## config.mk

```make
export PLATFORM = sky130hd
export DESIGN_NAME = vec_chunk_buffer_flat
export DESIGN_NICKNAME = d
export VERILOG_FILES = /design/src/rtl/vec_chunk_buffer_if.sv /design/src/rtl/vec_chunk_buffer.sv /design/src/flat_wrapper.sv
export SDC_FILE = /design/constraint.sdc
export NUM_CORES = 1
export LEC_CHECK = 0
export CORE_MARGIN = 4
export CORE_UTILIZATION = 40
export CTS_CLUSTER_DIAMETER = 100
export CTS_CLUSTER_SIZE = 10
export DETAILED_ROUTE_END_ITERATION = 16
export SETUP_SLACK_MARGIN = 0.05
export SYNTH_ARGS = -nofsm -noshare
export SYNTH_HDL_FRONTEND = slang
export SYNTH_SLANG_ARGS = --single-unit
```

## constraint.sdc

```tcl
create_clock -name clk_in -period 3.6 [get_ports clk_in]
set_clock_uncertainty 0.2 [all_clocks]
set_input_delay 0.54 -clock clk_in [delete_from_list [all_inputs] [get_ports clk_in]]
set_output_delay 0.54 -clock clk_in [all_outputs]
set_load 0.005 [all_outputs]
```

## src/rtl/vec_chunk_buffer_if.sv

```systemverilog
// vec_chunk_buffer_if
//   Bundles the byte-serial write stream, the chunk-read controls and the
//   served chunk / status of vec_chunk_buffer.
//   master : the surrounding layers (drive writes and read controls)
//   slave  : the buffer itself
//   Signals:
//     wr_en, wr_data                    byte write strobe and signed byte
//     rd_adv, rd_ptr_rst, rd_release    advance / rewind chunk pointer, free read bank
//     out_data                          current chunk, WorkingRegs bytes, element 0 in low byte
//     out_data_ready, out_last_chunk    read bank complete / pointer on last chunk
//     wr_full, overflow                 writes currently dropped / sticky drop flag
interface vec_chunk_buffer_if #(
  parameter int WorkingRegs = 4
);
  logic                       wr_en;
  logic signed [7:0]          wr_data;
  logic                       rd_adv;
  logic                       rd_ptr_rst;
  logic                       rd_release;
  logic [WorkingRegs*8-1:0]   out_data;
  logic                       out_data_ready;
  logic                       out_last_chunk;
  logic                       wr_full;
  logic                       overflow;

  modport master (
    output wr_en, wr_data, rd_adv, rd_ptr_rst, rd_release,
    input  out_data, out_data_ready, out_last_chunk, wr_full, overflow
  );

  modport slave (
    input  wr_en, wr_data, rd_adv, rd_ptr_rst, rd_release,
    output out_data, out_data_ready, out_last_chunk, wr_full, overflow
  );
endinterface

```

## src/rtl/vec_chunk_buffer.sv

```systemverilog
// vec_chunk_buffer
//   Two-bank ping-pong vector buffer. The upstream layer writes one vector
//   byte by byte into the write bank while the downstream layer reads the
//   other, complete bank in WorkingRegs-byte chunks.
//   Ports:
//     clk_in   clock, all state on the rising edge
//     rst_in   synchronous active-high reset
//     bus      vec_chunk_buffer_if.slave (write stream, read controls, chunk out, status)
//   Parameters:
//     VecLength    bytes per vector
//     WorkingRegs  bytes per served chunk
module vec_chunk_buffer #(
  parameter int VecLength   = 16,
  parameter int WorkingRegs = 4
) (
  input  logic               clk_in,
  input  logic               rst_in,
  vec_chunk_buffer_if.slave  bus
);

  localparam int NumChunks = (VecLength + WorkingRegs - 1) / WorkingRegs;
  localparam int WPW       = (VecLength > 1) ? $clog2(VecLength) : 1;
  localparam int RPW       = (NumChunks > 1) ? $clog2(NumChunks) : 1;

  localparam logic [WPW-1:0] WrLastIdx   = WPW'(VecLength - 1);
  localparam logic [RPW-1:0] RdLastChunk = RPW'(NumChunks - 1);

  // Storage is never cleared; the full flags alone decide what may be served.
  logic [7:0]     mem [0:1][0:VecLength-1];

  logic [1:0]     full_reg;
  logic           wr_bank_reg;
  logic           rd_bank_reg;
  logic [WPW-1:0] wr_ptr_reg;
  logic [RPW-1:0] rd_ptr_reg;
  logic           overflow_reg;

  logic           wr_accept;
  logic           wr_last;
  logic           rd_ready;
  logic [WorkingRegs*8-1:0] out_data_w;

  // Full state is sampled before this cycle's update, so a write arriving in
  // the same cycle as a release of the write bank is still dropped.
  assign wr_accept = bus.wr_en && !full_reg[wr_bank_reg];
  assign wr_last   = (wr_ptr_reg == WrLastIdx);
  assign rd_ready  = full_reg[rd_bank_reg];

  always_ff @(posedge clk_in) begin
    if (wr_accept) begin
      mem[wr_bank_reg][wr_ptr_reg] <= bus.wr_data;
    end
  end

  // A completing write only ever sets the flag of an empty bank and a release
  // only clears the flag of a full bank, so the two never touch the same bit.
  always_ff @(posedge clk_in) begin
    if (rst_in) begin
      full_reg     <= 2'b00;
      wr_bank_reg  <= 1'b0;
      rd_bank_reg  <= 1'b0;
      wr_ptr_reg   <= '0;
      rd_ptr_reg   <= '0;
      overflow_reg <= 1'b0;
    end else begin
      if (wr_accept) begin
        if (wr_last) begin
          full_reg[wr_bank_reg] <= 1'b1;
          wr_ptr_reg            <= '0;
          wr_bank_reg           <= ~wr_bank_reg;
        end else begin
          wr_ptr_reg <= wr_ptr_reg + WPW'(1);
        end
      end
      if (bus.wr_en && !wr_accept) begin
        overflow_reg <= 1'b1;
      end

      // Priority: release, then rewind, then advance; all ignored when not ready.
      if (rd_ready) begin
        if (bus.rd_release) begin
          full_reg[rd_bank_reg] <= 1'b0;
          rd_bank_reg           <= ~rd_bank_reg;
          rd_ptr_reg            <= '0;
        end else if (bus.rd_ptr_rst) begin
          rd_ptr_reg <= '0;
        end else if (bus.rd_adv) begin
          rd_ptr_reg <= (rd_ptr_reg == RdLastChunk) ? '0 : rd_ptr_reg + RPW'(1);
        end
      end
    end
  end

  // One read lane per chunk byte. Lanes past the end of the vector (only in
  // the last chunk when VecLength is not a multiple of WorkingRegs) read 0.
  for (genvar gi = 0; gi < WorkingRegs; gi++) begin : g_lane
    logic [31:0] elem_idx;
    assign elem_idx = 32'(rd_ptr_reg) * 32'(WorkingRegs) + 32'(gi);
    assign out_data_w[gi*8 +: 8] =
      (rd_ready && (elem_idx < 32'(VecLength))) ? mem[rd_bank_reg][elem_idx[WPW-1:0]] : 8'd0;
  end

  assign bus.out_data       = out_data_w;
  assign bus.out_data_ready = rd_ready;
  assign bus.out_last_chunk = rd_ready && (rd_ptr_reg == RdLastChunk);
  assign bus.wr_full        = full_reg[wr_bank_reg];
  assign bus.overflow       = overflow_reg;

endmodule

```

## src/flat_wrapper.sv

```systemverilog
// flat-port wrapper written by rule: the top's interface ports become plain ports
module vec_chunk_buffer_flat 
#(
  parameter int VecLength   = 16,
  parameter int WorkingRegs = 4
)
  (clk_in, rst_in, bus_wr_en, bus_wr_data, bus_rd_adv, bus_rd_ptr_rst, bus_rd_release, bus_out_data, bus_out_data_ready, bus_out_last_chunk, bus_wr_full, bus_overflow);
  vec_chunk_buffer_if #(.WorkingRegs(WorkingRegs)) bus_i ();
  input  logic clk_in;
  input  logic rst_in;
  input wire logic [$bits(bus_i.wr_en)-1:0] bus_wr_en;
  input wire logic [$bits(bus_i.wr_data)-1:0] bus_wr_data;
  input wire logic [$bits(bus_i.rd_adv)-1:0] bus_rd_adv;
  input wire logic [$bits(bus_i.rd_ptr_rst)-1:0] bus_rd_ptr_rst;
  input wire logic [$bits(bus_i.rd_release)-1:0] bus_rd_release;
  output wire logic [$bits(bus_i.out_data)-1:0] bus_out_data;
  output wire logic [$bits(bus_i.out_data_ready)-1:0] bus_out_data_ready;
  output wire logic [$bits(bus_i.out_last_chunk)-1:0] bus_out_last_chunk;
  output wire logic [$bits(bus_i.wr_full)-1:0] bus_wr_full;
  output wire logic [$bits(bus_i.overflow)-1:0] bus_overflow;
  assign bus_i.wr_en = bus_wr_en;
  assign bus_i.wr_data = bus_wr_data;
  assign bus_i.rd_adv = bus_rd_adv;
  assign bus_i.rd_ptr_rst = bus_rd_ptr_rst;
  assign bus_i.rd_release = bus_rd_release;
  assign bus_out_data = bus_i.out_data;
  assign bus_out_data_ready = bus_i.out_data_ready;
  assign bus_out_last_chunk = bus_i.out_last_chunk;
  assign bus_wr_full = bus_i.wr_full;
  assign bus_overflow = bus_i.overflow;
  vec_chunk_buffer #(.VecLength(VecLength), .WorkingRegs(WorkingRegs)) u_core (.clk_in(clk_in), .rst_in(rst_in), .bus(bus_i));
endmodule
```

==> impl_metrics.json <==
{
  "antenna_cells": 0,
  "path_clk_slew_ns": 0.05,
  "yosys.area.top_type_share_pct": 73.7,
  "drv_cap": 0,
  "cts_buffer_depth": 3,
  "setup.worst_path.class": "flip-flop to output port",
  "post_cts_buffers": 0,
  "die_area_um2": 28700,
  "cts_max_level": 1,
  "arrival_ns": 2.66,
  "fin_setup_tns_ns": 0,
  "dr.pass1.iters": 4,
  "power_density_nw_per_um2": 504,
  "highest_layer": "met4",
  "cellLeakagePower_nw": 3.89,
  "drc": 0,
  "placed_cells_incl_taps": 889,
  "grt_pass1_vias": 5306,
  "drive_gt1_share_pct": 23.7,
  "gp_congestion": 0.727,
  "irDropWorstVdd_mv": 0.348,
  "numCtsBuffers": 30,
  "path_delay_family": "buffers and inverters",
  "seq_area_frac_synth_pct": 76.0,
  "final_cells": 946,
  "syn_inst": 490,
  "routed_wirelength_mm": 21.4,
  "fin_crit_ns": 3.40,
  "maxSlewHeadroom_pct": 57.8,
  "core_area_um2": 25400,
  "synth_top_cells_by_count": "edfxtp_1, mux4_2, nor2_1, a22o_1, dfxtp_1",
  "slowest_stage": "clkdlybuf4s50_1",
  "cp_data_required_time_ns": 2.86,
  "synth_area_leaders": "edfxtp_1, mux4_2, a22o_1, dfxtp_1, mux4_1",
  "initial_core_util_pct": 41.0,
  "antenna_found_initial": 0,
  "grt_max_degree": 68,
  "pin_count": 50,
  "synth_cell_types": 34,
  "critPathMaxStageDelay_ns": 0.54,
  "clockRootBuffer": "clkbuf_16",
  "drtIter0Drc": 377,
  "clkSinkCount": 268,
  "cts_resized": 0,
  "crit_chain": "mux2i_2 > inv_2 > and2_4 > a22o_1 > clkdlybuf4s50_1",
  "synthFlopType": "edfxtp_1",
  "grtUsageTotal_pct": 15.0,
  "core.rowCount": 58,
  "overflow": 0,
  "avgSynthCellArea_um2": 21.3,
  "slew_viol_final": 0,
  "fin_ws_ns": 0.200,
  "finalSetupViolCount": 0,
  "place_ws_ns": 0.638,
  "ant_nets": 0,
  "die_x_um": 169,
  "port_buffers": 49,
  "ys_ff_latch": 268,
  "via_count": 5115,
  "cp-start-kind": "flip-flop",
  "viasPerCell": 5.41,
  "yosysMostFrequentCell": "edfxtp_1",
  "cts-hold-fix-buffers": 0,
  "finalHoldWorstSlack_ns": 0.280,
  "cp-end-kind": "output port",
  "cp.buffers_inverters": 2,
  "post_drt_wl_per_cell_um": 22.6,
  "layout.nets": 611,
  "rsz0062_at_grt": "no",
  "fp.dieH_um": 169,
  "grt_first_pass_wirelength_mm": 32.7,
  "syn_nets": 509,
  "finalCritPeriodShare_pct": 94.4,
  "wl_met3_mm": 1.21,
  "wl_met1_mm": 8.81,
  "async_flop_share_pct": 0,
  "synth_top_cell_by_area": "edfxtp_1",
  "largest_register_ffs": 256,
  "syn_to_final_growth_pct": 19.3,
  "synth_warnings": 0,
  "clock_latency_ns": 0.53,
  "fmax_mhz": 294,
  "hold_violations": 0,
  "dp_hpwl_mm": 12.5,
  "critPathMaxFanout": 32,
  "hold_class": "flip-flop to flip-flop",
  "p_total_mw": 6.26,
  "synth_edf_count": 256,
  "worstMarginPinSlew_ns": 0.632,
  "cts_tree": "built",
  "synth.cell_area_um2": 10400,
  "met2_length_mm": 11.0,
  "status": "complete, no violations"
}
==> layer usage <==
| layer | vias up | GRT usage, % |
|---|---|---|
| met2 | 145 | 25.6 |
| met5 | - | 0 |
| met3 | 30 | 2.05 |
| li1 | 2266 | - |
| met4 | 0 | 3.75 |
| met1 | 2674 | 20.5 |
==> cell type report <==
class	instances	area (µm²)
Clock buffer	56	880
Fill cell	2064	13000
Inverter	7	26.3
Multi-Input combinational cell	189	2290
Sequential cell	268	7930
Tap cell	330	413
Timing Repair Buffer	96	888
==> placed cells by master, fill, tap and decap left out, types with 2 or more instances in the layout <==
cell	count
and3_1	3
o21ai_0	4
nand2_1	3
nor4_1	2
nor2_1	33
buf_4	43
a21oi_1	7
a31oi_1	4
clkbuf_1	24
dfxtp_1	10
nor3_1	8
nand3_1	6
inv_1	5
edfxtp_1	256
mux4_1	8
clkbuf_16	31
clkdlybuf4s50_1	49
inv_2	2
a22o_1	32
nand4_1	3
mux4_2	56
buf_12	3
ha_1	5
or3_1	2
nand3b_1	2
==> final timing paths <==
check / cells past startpoint / from / slack (ns) / end
max reg2reg: 4 / u_core.wr_bank_reg / 1.16 / u_core.mem[0][14]
min reg2reg: 2 / u_core.bus.overflow / 0.28 / u_core.bus.overflow
max: 5 / u_core.full_reg[0] / 0.20 / bus_out_data[31]
min: 2 / u_core.bus.overflow / 0.28 / u_core.bus.overflow
==> worst register-to-register path: stages (launching register included) <==
cell and delay (ns):
dfxtp_1 0.65, mux2i_4 0.47, nand3_1 0.30, nor3_1 0.26, buf_4 0.25
==> logic make-up after synthesis <==
logic type / Yosys count / synth area share, %
buffers and inverters: 33 / 2.05
AND/OR/NAND/NOR: 68 / 3.11
multiplexers: 67 / 14.6
AO/OA/AOI/OAI: 49 / 3.62
adder cells (fa/ha/maj): 5 / 0.600
flip-flops: 268 / 76.0
==> report_power, final <==
group          switching, mW  total [mW]  internal [mW]
Sequential           0.00546        3.43           3.43
Clock                   1.09        2.71           1.62
Combinational         0.0776       0.115         0.0373
Total                   1.18        6.26           5.08
==> through the flow <==
stage	area, µm²	util (%)
after global placement	11500	45.4
final	12400	48.9
after detailed placement	11500	45.4
after CTS	12400	48.9
after global routing	12400	48.9
after floorplan	10400	-
Note: power is estimated with default switching activity, not from simulation.
